$ cat config.mk
export PLATFORM = sky130hd
export DESIGN_NAME = opl3_reg_bus_arbiter
export DESIGN_NICKNAME = d
export VERILOG_FILES = /design/src/rtl/opl3_reg_bus_arbiter.sv
export SDC_FILE = /design/constraint.sdc
export NUM_CORES = 1
export LEC_CHECK = 0
export ABC_CLOCK_PERIOD_IN_PS = 1900
export CAP_MARGIN = 5
export CORE_MARGIN = 4
export CORE_UTILIZATION = 42
export CTS_CLUSTER_SIZE = 24
export DETAILED_ROUTE_END_ITERATION = 12
export GPL_TIMING_DRIVEN = 1
export HOLD_SLACK_MARGIN = 0.15
export PLACE_DENSITY = 0.8
export SYNTH_ARGS = -nofsm -noshare
export SYNTH_HDL_FRONTEND = slang
export SYNTH_SLANG_ARGS = --single-unit
$ cat constraint.sdc
create_clock -name clk -period 1.9 [get_ports clk]
set_clock_uncertainty 0.1 [all_clocks]
set_input_delay 0.19 -clock clk [delete_from_list [all_inputs] [get_ports clk]]
set_output_delay 0.19 -clock clk [all_outputs]
set_load 0.005 [all_outputs]
$ cat src/rtl/opl3_reg_bus_arbiter.sv
// Two-requester arbiter for the OPL3 register-file bus.
// Port 0 is the host bridge and port 1 is the playback sequencer.
// Only one transaction is in flight at a time. Every write is followed by
// a forced idle gap, and every read is bounded by a timeout.
// Optional build macro: OPL3_ARB_FIXED_PRIO_EN. When it is defined,
// requester 0 always wins a tie and the round-robin pointer is removed.
module opl3_reg_bus_arbiter #(
    parameter int WR_GAP_CYCLES          = 8,
    parameter int RD_TIMEOUT             = 64,
    parameter int REG_FILE_ADDRESS_WIDTH = 8,
    parameter int REG_FILE_DATA_WIDTH    = 8
) (
    input  logic                                   clk,
    input  logic                                   reset_n,
    input  logic [1:0]                             req_valid,
    output logic [1:0]                             req_ready,
    input  logic [1:0]                             req_wr,
    input  logic [1:0]                             req_bank,
    input  logic [1:0][REG_FILE_ADDRESS_WIDTH-1:0] req_addr,
    input  logic [1:0][REG_FILE_DATA_WIDTH-1:0]    req_wdata,
    output logic [1:0]                             rsp_valid,
    output logic [REG_FILE_DATA_WIDTH-1:0]         rsp_rdata,
    output logic                                   rsp_err,
    output logic                                   cs,
    output logic                                   rd,
    output logic                                   wr,
    output logic                                   bank_select,
    output logic [REG_FILE_ADDRESS_WIDTH-1:0]      address,
    output logic [REG_FILE_DATA_WIDTH-1:0]         data_in,
    input  logic [REG_FILE_DATA_WIDTH-1:0]         data_out,
    input  logic                                   rd_valid
);

    localparam int GW = (WR_GAP_CYCLES > 1) ? $clog2(WR_GAP_CYCLES) : 1;
    localparam int TW = (RD_TIMEOUT > 1) ? $clog2(RD_TIMEOUT) : 1;

    typedef enum logic [2:0] {S_IDLE, S_WRITE, S_READ, S_RESP, S_GAP} state_t;

    state_t                            state, state_nxt;
    logic                              win_id;
    logic                              accept;
    logic                              lat_bank;
    logic                              lat_id;
    logic [REG_FILE_ADDRESS_WIDTH-1:0] lat_addr;
    logic [REG_FILE_DATA_WIDTH-1:0]    lat_wdata;
    logic [GW-1:0]                     gap_cnt;
    logic [TW-1:0]                     to_cnt;
    logic                              gap_last;
    logic                              to_last;

    assign accept   = (state == S_IDLE) && (|req_valid);
    assign gap_last = (gap_cnt == GW'(WR_GAP_CYCLES - 1));
    assign to_last  = (to_cnt == TW'(RD_TIMEOUT - 1));

`ifdef OPL3_ARB_FIXED_PRIO_EN
    // Requester 0 wins whenever it is asking.
    always_comb win_id = ~req_valid[0];
`else
    logic last_id;

    // On a tie, the requester that was not served last wins.
    always_comb begin
        if (&req_valid) win_id = ~last_id;
        else            win_id = ~req_valid[0];
    end

    // Remember the last grant. The reset value of 1 hands the first tie to requester 0.
    always_ff @(posedge clk or negedge reset_n) begin
        if (!reset_n)    last_id <= 1'b1;
        else if (accept) last_id <= win_id;
    end
`endif

    // State register.
    always_ff @(posedge clk or negedge reset_n) begin
        if (!reset_n) state <= S_IDLE;
        else          state <= state_nxt;
    end

    // Next state and bus/handshake outputs.
    // Outputs decode straight from the state, so an asynchronous reset drops the strobes at once.
    always_comb begin
        state_nxt   = state;
        req_ready   = 2'b00;
        rsp_valid   = 2'b00;
        cs          = 1'b0;
        rd          = 1'b0;
        wr          = 1'b0;
        bank_select = 1'b0;
        address     = '0;
        data_in     = '0;
        case (state)
            S_IDLE: begin
                if (accept) begin
                    req_ready[win_id] = 1'b1;
                    state_nxt         = req_wr[win_id] ? S_WRITE : S_READ;
                end
            end
            S_WRITE: begin
                cs                = 1'b1;
                wr                = 1'b1;
                bank_select       = lat_bank;
                address           = lat_addr;
                data_in           = lat_wdata;
                rsp_valid[lat_id] = 1'b1;
                state_nxt         = (WR_GAP_CYCLES > 0) ? S_GAP : S_IDLE;
            end
            S_GAP: begin
                if (gap_last) state_nxt = S_IDLE;
            end
            S_READ: begin
                cs          = 1'b1;
                rd          = 1'b1;
                bank_select = lat_bank;
                address     = lat_addr;
                if (rd_valid || to_last) state_nxt = S_RESP;
            end
            S_RESP: begin
                rsp_valid[lat_id] = 1'b1;
                state_nxt         = S_IDLE;
            end
            default: state_nxt = S_IDLE;
        endcase
    end

    // Request latch, gap and timeout counters, and the held response data.
    always_ff @(posedge clk or negedge reset_n) begin
        if (!reset_n) begin
            lat_bank  <= 1'b0;
            lat_id    <= 1'b0;
            lat_addr  <= '0;
            lat_wdata <= '0;
            gap_cnt   <= '0;
            to_cnt    <= '0;
            rsp_rdata <= '0;
            rsp_err   <= 1'b0;
        end else begin
            if (accept) begin
                lat_bank  <= req_bank[win_id];
                lat_id    <= win_id;
                lat_addr  <= req_addr[win_id];
                lat_wdata <= req_wdata[win_id];
                // A write response always reports no error. The read data is left as it was.
                if (req_wr[win_id]) rsp_err <= 1'b0;
            end
            if (state == S_READ) begin
                // Read data wins over a timeout that lands in the same cycle.
                if (rd_valid) begin
                    rsp_rdata <= data_out;
                    rsp_err   <= 1'b0;
                end else if (to_last) begin
                    rsp_rdata <= '0;
                    rsp_err   <= 1'b1;
                end
            end
            if (state == S_GAP && !gap_last) gap_cnt <= gap_cnt + GW'(1);
            else                             gap_cnt <= '0;
            if (state == S_READ && !(rd_valid || to_last)) to_cnt <= to_cnt + TW'(1);
            else                                           to_cnt <= '0;
        end
    end

endmodule
# [Yosys cells after proc, flatten, opt, wreduce, memory -nomap -nowiden]
# Cells that the tools add are included.
[classes] add_sub_neg=2 order_cmp=4 n_eq_ne=9 mux=36 n_bitwise=2 n_reduce_logical=16
[op_table] cell="8-bit two-way mux" count=8
[op_table] cell="1-bit two-way mux" count=16
[op_table] cell="3-bit two-way mux" count=4
[op_table] cell="3-bit case mux with 4 select lines" count=1
[op_table] cell="2-bit two-way mux" count=4
[op_table] cell="6-bit by 1-bit adder with 6-bit output (second input constant)" count=1
[op_table] cell="3-bit by 2-bit == test with 1-bit output (second input constant)" count=2
[op_table] cell="3-bit == test (second input constant)" count=2
[op_table] cell="6-bit == test (second input constant)" count=1
[op_table] cell="6-bit two-way mux" count=1
[op_table] cell="2-bit inequality test (second input constant)" count=3
[op_table] cell="2-bit OR reduction" count=3
[op_table] cell="1-bit logical AND" count=5
[op_table] cell="1-bit by 2-bit less-than comparator with 1-bit output (second input constant)" count=2
[op_table] cell="2-bit AND reduction" count=2
[op_table] cell="3-bit by 1-bit adder with 3-bit output (second input constant)" count=1
[op_table] cell="3-bit by 1-bit == test with 1-bit output (second input constant)" count=1
[op_table] cell="3-bit logical NOT" count=1
[op_table] cell="3-bit AND reduction" count=1
[op_table] cell="1-bit demux with 1-bit select" count=2
[op_table] cell="1-bit greater-or-equal comparator (second input constant)" count=2
[op_table] cell="1-bit logical NOT" count=2
[op_table] cell="1-bit NOT" count=2
[op_table] cell="2-bit nonzero test" count=1
[op_table] cell="1-bit logical OR" count=1
[totals] register_bits=40 input_bits=49 out_inout_bits=33 word_cells=79

# [Logic depth before layout (Yosys ltp)]
# Gate-level depths: netlist of run 1.
[depth] ltp_word=9 depth_mapped=6 mapped_depth_nobuf=5

# [Worst setup path before layout of run 1]
# No wires, ideal clock.
[synth_timing] kind="reg2reg" startpoint="reg state[2]" endpoint="reg lat_addr[0]" setup_time_ps=118 arrival_time_ps=1529 t_required_ps=1682 slack_ps=153 stages_incl_launch_ff=6 n_path_buf=1 period_less_slack_ps=1747 path_cell_list="dfrtp_1 -> or3_4 -> or2_4 -> buf_6 -> a22o_1 -> a21o_1"
[synth_between] elab_chain_len=2
[synth_rtl] item="start: declaration" line="39" source="state_t state, state_nxt;"
[synth_rtl] item="start signal: assignment" line="77" source="else state <= state_nxt;"
[synth_rtl] item="3-bit logical NOT" line="51" source="assign accept = (state == S_IDLE) && (|req_valid);"
[synth_rtl] item="1-bit logical AND" line="51"
[synth_rtl] item="end signal: assignment" line="141" source="lat_addr <= req_addr[win_id];"
[synth_rtl] item="end: declaration" line="44" source="logic [REG_FILE_ADDRESS_WIDTH-1:0] lat_addr;"
# Every way passes these cells.
# A chain may end at the register's enable or synchronous reset.

# [Worst setup path in the final report of run 1]
[layout_timing] startpoint="reg state[1]" endpoint="out req_ready[1]"
[layout_between] elab_chain_len=4
[layout_rtl] item="3-bit logical NOT *" line="51, 92"
[layout_rtl] item="1-bit logical AND" line="51"
[layout_rtl] item="2-bit two-way mux" line="94" source="if (accept) begin"
[layout_rtl] item="2-bit two-way mux *" line="92" source="case (state)"
[layout_rtl] item="end: declaration" line="16" source="output logic [1:0] req_ready,"
# Every way passes the cells marked *; elsewhere a longest branch is shown, timed or not.

==> results of run 1 <==
==> worst reg2reg max path: cells and delay by family (launching register included) <==
kind	cells	cell delay [ns]
AOI/OAI and AO/OA	3	0.49
DFF	1	0.39
and+or+nand+nor	1	0.42
buffers and inverters	2	0.43
==> worst max path at each step <==
stage | from | to | slack [ns] | cells after the start
final | state[1]$_DFFE_PN0P_ | req_ready[1] | -0.004 | 4
after global routing | state[1]$_DFFE_PN0P_ | lat_addr[1]$_DFFE_PN0N_ | -0.08 | 6
after CTS | state[1]$_DFFE_PN0P_ | address[7] | -0.05 | 7
after detailed placement | state[2]$_DFFE_PN0P_ | data_in[4] | -0.0003 | 6
after global placement | state[2]$_DFFE_PN0P_ | req_ready[1] | 0.04 | 3
after floorplan | state[2]$_DFFE_PN0P_ | lat_addr[0]$_DFFE_PN0N_ | 0.15 | 5
==> stage by stage <==
step / setup slack (ns) / total power, µW / hold WS [ns] / utilization [%] / TNS, ns
floorplan: 0.153 / 2370 / -0.206 / - / 0
global route: -0.0797 / 4670 / 0.365 / 70.9 / -1.26
detailed placement: -0.000346 / 3380 / 0.142 / 65.1 / -0.000346
global placement: 0.0382 / 3320 / 0.131 / 65.1 / 0
CTS: -0.0512 / 4230 / 0.343 / 69.5 / -0.251
finish: -0.00400 / 4390 / 0.339 / 70.9 / -0.00400
==> cells in the final DEF, fill, tap and decap left out, types with 3 or more instances in the layout <==
master	n
a21o_1	19
a22o_1	25
and2_1	15
and2_4	4
buf_2	9
buf_4	21
buf_6	9
clkbuf_2	6
clkbuf_8	7
clkdlybuf4s50_1	56
dfrtp_1	39
dlygate4sd2_1	7
ha_1	3
inv_1	4
nand2_1	5
nor2_1	12
nor2b_1	3
o21ai_0	3
==> routing by layer <==
layer / up-vias / global-route usage, %
met2: 49 / 33.1
li1: 829 / -
met3: 6 / 5.21
met5: - / 0
met1: 839 / 24.2
met4: 0 / 8.50
==> Yosys cell counts <==
cell type / instances / area share (%)
nor2_1: 14 / 2.8
buf_6: 2 / 1.2
and3_1: 2 / 0.66
or3_4: 1 / 0.60
dfstp_2: 1 / 1.4
buf_4: 1 / 0.40
nand2b_1: 1 / 0.33
dfrtp_1: 39 / 52
or2_4: 1 / 0.46
nor2b_1: 3 / 0.99
o21ai_0: 4 / 1.1
a211oi_2: 1 / 0.66
a32oi_1: 1 / 0.46
o211ai_1: 1 / 0.40
o41ai_1: 1 / 0.46
inv_2: 1 / 0.20
or2_2: 1 / 0.33
ha_1: 3 / 2.0
a21o_1: 19 / 7.5
o31a_1: 1 / 0.46
nand2_1: 5 / 0.99
xor2_1: 2 / 0.93
or3b_1: 1 / 0.46
xnor2_1: 3 / 1.4
a22o_1: 25 / 12
buf_2: 3 / 0.79
a21oi_1: 1 / 0.26
and2_1: 19 / 6.3
nor3_1: 3 / 0.79
nor2_2: 1 / 0.33
nand3_1: 2 / 0.53
nor3_4: 1 / 0.86
inv_1: 4 / 0.79
==> power breakdown <==
part	switching [µW]	internal, µW	total, µW
Sequential	194	1180	1370
Combinational	908	1350	2260
Clock	290	463	753
==> kinds of logic after synthesis <==
logic type      count (synthesis)
fa+ha+maj                       3
buf+inv                        11
xor+xnor                        5
simple gates                   55
compound gates                 54
flops                          40
==> what timing repair did <==
action	CTS	global route
hold buffers	1	0
cloned	0	1
buffers inserted	8	6
hold endpoints to repair	25	0
endpoints found under the setup margin	24	39
pin swaps	5	2
gates resized for setup	68	21
==> area by class of cell <==
class	count	area share (%)
clock buffer	7	3.12
clock inverter	1	0.973
inverter	5	0.608
multi-input combinational	118	28.8
sequential	40	32.5
tap	52	2.11
timing repair buffer	111	31.9
==> state kept, by name (all words and copies together), names as in the netlist, 3 cells and up <==
name       cells
rsp_rdata      8
to_cnt         6
gap_cnt        3
state          3
lat_wdata      8
lat_addr       8
==> key figures, run 1 <==
Final layout
  – Diodes inserted: 0
  – Area Growth Syn to Fin: 63.3%
  – Post-route cell area: 3090 µm²
  – Share of layout cells above drive strength 1: around a quarter
  – Storage cell area: ~1000 µm²
  – Nets: between 300 and 400
  – Non-filler cells, final: about 330
  – Multi-input logic area: 888 µm²
  – Fillers: around 330

STA
  – Fin crit share: 100%
  – Rel. slew slack: between 50% and 60%
  – RSZ-0062 raised after global routing: true
  – Final slew viol count: 0
  – Final worst setup slack: -0.00400 ns
  – Tmin final: roughly 1.9 ns
  – Final Hold Vio Count: 0
  – Fmax: around 0.53 GHz
  – Endpoints failing setup: 1
  – Worst Tran Pin Value: around 0.6 ns

Synthesis
  – Register area share after synthesis: 53.0%
  – Syn_area_per_cell: about 11 µm²
  – Cells after Synth: 168
  – YS warnings: 0
  – XOR/XNOR share of the synthesized area: roughly 2.3%
  – Post-synthesis register bit count: 40
  – Synthesized Nets: 220
  – Largest family of logic cells by synthesized area: compound AO/OA/AOI/OAI gates
  – Library cells used by synthesis: 33
  – Post-synthesis adder-cell area fraction: 1.99%
  – Mapped Area: around 1900 µm²
  – Mux contribution to synthesized area: 0%
  – Post-synthesis simple-gate area fraction: between 10% and 20%
  – Post-synthesis compound-gate area fraction: 22.9%

Clock network
  – H-Tree Depth: 2
  – CTS tree: yes
  – Clk sink count: 40
  – CTS root buf: clkbuf_8
  – Clock latency at the later pin of the worst-skew pair: between 0.2 and 0.3 ns
  – Num CTS Buffers: 5
  – Clock transition at path regs: about 0.07 ns
  – CTS max path bufs: 2

Floorplanning
  – Rows: 24
  – Die Y: 75.1 µm
  – Initial core utilization: a little over two fifths
  – Die area: about 5600 µm²
  – Die Width: 75.1 µm
  – Core footprint: roughly 4400 µm²
  – IO Pins: 82

Place
  – Number of buffers added on ports: 81
  – Placement Cell Area: approximately 2800 µm²
  – GP Congestion: slightly above 0.8
  – Detail Placement HPWL: 3.68 mm
  – Inst Count DP: 311

Setup path
  – R2R setup slack: roughly 0.02 ns
  – Worst path max stage delay: 0.42 ns
  – Reg2reg start: state[1]$_DFFE_PN0P_
  – Critical path class: reg2out
  – Worst r2r dst: lat_addr[1]$_DFFE_PN0N_
  – Bufs and invs on worst path: 2
  – R2R cell count: 6
  – Worst Path Max Fanout: 5
  – Worst EP arrival: roughly 1.6 ns
  – Crit start category: flop
  – Kind of cell adding the most delay to the critical path: simple AND/OR/NAND/NOR gates
  – Critical-path cell list: buf_4, or3_4, a211oi_4, buf_2
  – CP required: 1.61 ns
  – CP endpoint kind: primary output
  – Critical-path top delay cell: or3_4

Run status
  – Outcome: finished with violations
  – Failing checks: negative setup slack

Detailed routing
  – Vias/cell: 5.16
  – Met2 routed WL: around 2.8 mm
  – ANT nets after route: 0
  – DRT iter0 DRCs: 85
  – Top sig layer: met4
  – WL final: 5.44 mm
  – First-pass DRT Iterations: 4
  – DRC Markers: 0
  – WL met3: approximately 250 µm
  – DRT met1 WL: 2.34 mm
  – Total number of vias: approximately 1,700
  – Drt wl/cell: ~16 µm

Power
  – VDD IR-drop max: 0.741 mV
  – P_leak: about 0.0016 µW
  – Power density over the cells: roughly 1400 nW/µm²

Worst hold path
  – Hold EP: gap_cnt[0]$_DFF_PN0_
  – Worst hold start: gap_cnt[0]$_DFF_PN0_
  – Worst hold path type: reg2reg
  – Hold path depth: 1

Global route
  – Antenna violations before repair: 0
  – Gr ovfl total: 0
  – First-pass GRT wire length: just over 8 mm
  – Pin count of the biggest net entering global routing: 28
  – Number of global-route vias before repair: approximately 1,700
  – GRT Util Overall: 19.8%

Job
  – Max-Cap Viols: 0
No activity file was read; power rests on OpenSTA's default activity.
==> run 2: changes to the inputs <==
--- a/config.mk
+++ b/config.mk
@@ -6,8 +6,8 @@
 export NUM_CORES = 1
 export LEC_CHECK = 0
 export ABC_CLOCK_PERIOD_IN_PS = 1900
-export CAP_MARGIN = 5
-export CORE_MARGIN = 4
+export CAP_MARGIN = 20
+export CORE_MARGIN = 8
 export CORE_UTILIZATION = 42
 export CTS_CLUSTER_SIZE = 24
 export DETAILED_ROUTE_END_ITERATION = 12
==> run 2 against run 1 <==
The flow still finishes with violations (negative setup slack). Clock power fell by 21%. Largest cell class unchanged. Critical path type is now reg2reg. Clock-buffer cell count fell by 1. Highest routed layer unchanged. Via count fell by 2.0%. Worst setup slack got worse by 0.044 ns. Non-clock buffer count fell by 6. Fmax fell by 2.3%.
==> key figures, run 2 (synthesis results as in run 1) <==
Power
  – P_leak: 0.00154 µW
  – Flop pwr share: 32.8%
  – Design Power: ~4200 µW
  – VDD IR-drop max: 0.706 mV
  – Internal power: 2780 µW
  – Comb pwr share: 52.8%
  – Power density over the cells: 1380 nW/µm²
  – Clock power frac: between 10 and 15%
  – Sw frac: roughly 33%
  – P_sw: around 1400 µW

Final layout
  – Nets: approximately 330
  – Area Growth Syn to Fin: 59.8%
  – Share of layout cells above drive strength 1: a little over a quarter
  – Top flop regs: lat_addr (8), lat_wdata (8), rsp_rdata (8)
  – Most frequent cells in the layout: 56 x clkdlybuf4s50_1, 39 x dfrtp_1, 25 x a22o_1
  – Core Util, Final: between 60% and 70%
  – Post-route cell area: 3020 µm²
  – Storage cell area: approximately 1000 µm²
  – Multi-input logic area: about 900 µm²
  – Diodes inserted: 0
  – Fillers: 333
  – Most common cell after layout, fill and taps aside: clkdlybuf4s50_1

Run status
  – Failing checks: negative setup slack
  – Outcome: finished with violations

Clock network
  – Clock transition at path regs: 0.08 ns
  – Clk sink count: 40
  – H-Tree Depth: 2
  – CTS tree: yes
  – Num CTS Buffers: 5
  – CTS max path bufs: 2
  – CTS root buf: clkbuf_8
  – Clock latency at the later pin of the worst-skew pair: 0.30 ns

Global route
  – First-pass GRT wire length: 8.98 mm
  – GRT Util Overall: between 10% and 20%
  – Pin count of the biggest net entering global routing: 28
  – Gr ovfl total: 0
  – Antenna violations before repair: 0
  – Number of global-route vias before repair: roughly 1,900

STA
  – Tmin final: ~1.9 ns
  – Fin crit share: 103%
  – Rel. slew slack: between 60 and 70%
  – Setup TNS: -0.419 ns
  – Worst Tran Pin Value: about 0.6 ns
  – Endpoints failing setup: 17
  – Hold slack final: between 0.3 and 0.4 ns
  – RSZ-0062 raised after global routing: true
  – Final slew viol count: 0
  – Fmax: around 0.51 GHz
  – Final worst setup slack: -0.0483 ns
  – Final Hold Vio Count: 0

Detailed routing
  – DRT iter0 DRCs: 64
  – Total number of vias: roughly 1,700
  – ANT nets after route: 0
  – Drt wl/cell: 17.1 µm
  – WL final: about 5.6 mm
  – Vias/cell: ~5
  – First-pass DRT Iterations: 4
  – DRC Markers: 0

Floorplanning
  – Die Width: approximately 83 µm
  – Core footprint: 4350 µm²
  – Initial core utilization: approximately 43%
  – Die area: ~6900 µm²
  – Rows: 24
  – IO Pins: about 80
  – Die Y: a little over 80 µm

Setup path
  – Worst Path Max Fanout: 5
  – R2R setup slack: -0.05 ns
  – Crit start category: flop
  – Critical path class: reg2reg
  – CP required: slightly below 2 ns
  – Worst EP arrival: a little over 2 ns
  – CP endpoint kind: flop

Place
  – Detail Placement HPWL: around 3.9 mm
  – Placement Cell Area: 2820 µm²
  – GP Congestion: between 0.7 and 0.8
  – Number of buffers added on ports: between 80 and 90

Job
  – Max-Cap Viols: 0

Worst hold path
  – Worst hold path type: reg2reg
[run 2: changes by cell type in the layout (fill, tap and decap cells not counted), sizes merged]
cell and delta:
buf +1, bufinv -1, clkbuf -3, clkdlybuf4s15 -2
clkinvlp +2, dlygate4sd2 -3, or2 +2
[run 2: path summary, 6_finish.rpt]
path | from | to | depth (start not counted)
setup / recovery | state[0]$_DFFE_PN0P_ | lat_addr[2]$_DFFE_PN0N_ | 6
hold / removal | gap_cnt[0]$_DFF_PN0_ | gap_cnt[0]$_DFF_PN0_ | 1
setup reg to reg | state[0]$_DFFE_PN0P_ | lat_addr[2]$_DFFE_PN0N_ | 6
hold reg to reg | gap_cnt[0]$_DFF_PN0_ | gap_cnt[0]$_DFF_PN0_ | 1
max in group asynchronous | reset_n | last_id$_DFFE_PN1N_ | 3
min in group asynchronous | reset_n | rsp_rdata[7]$_DFFE_PN0P_ | 2
[run 2: layout make-up]
type,count,share of cell area (%)
inverters,5,0.621
flip-flops and latches,40,33.2
clock buffers,6,2.73
multi-input cells,120,29.9
repair buffers,105,31.0
clock inverters,2,0.497
well taps,52,2.15
[run 2: critical path, stage by stage, from the launching register on]
cell and delay (ns):
dfrtp_1 0.41, buf_6 0.12, or3_4 0.40, buf_4 0.17
or2_4 0.29, a22o_1 0.19, a21o_1 0.15
[run 2: power by group through the flow]
stage	clock (µW)	combinational [µW]	sequential, µW
final	598	2200	1370
after global placement	0	1980	1360
after detailed placement	0	2020	1360
after floorplan	0	1020	1350
after global routing	648	2420	1410
after CTS	619	2040	1360
[run 2: routing by layer]
metal | track usage, % | wire length [µm] | up-vias
li1 | - | - | 818
met1 | 17.9 | 2410 | 811
met2 | 26.0 | 2800 | 53
met3 | 5.08 | 299 | 7
met4 | 8.15 | 133 | 0
met5 | 0 | 0 | -
[run 2: per-stage QoR]
step | instances | setup slack [ns]
finish | 330 | -0.0483
global route | 330 | -0.107
CTS | 325 | -0.0920
detailed placement | 309 | -0.0281
global placement | 309 | -0.00480
floorplan | 168 | 0.153
[run 2: what timing repair did]
action,in CTS,in global routing
setup endpoints to repair,24,47
pin swaps,7,6
buffers inserted,7,2
resized for setup,86,21
hold endpoints to repair,25,0
hold buffers,1,0
gates cloned,0,3
==> run 3: changes to the inputs <==
--- a/config.mk
+++ b/config.mk
@@ -14,6 +14,7 @@
 export GPL_TIMING_DRIVEN = 1
 export HOLD_SLACK_MARGIN = 0.15
 export PLACE_DENSITY = 0.8
+export SLEW_MARGIN = 5
 export SYNTH_ARGS = -nofsm -noshare
 export SYNTH_HDL_FRONTEND = slang
 export SYNTH_SLANG_ARGS = --single-unit
==> results of run 3 <==
Final layout, timing and power as in run 2 (identical DEF).
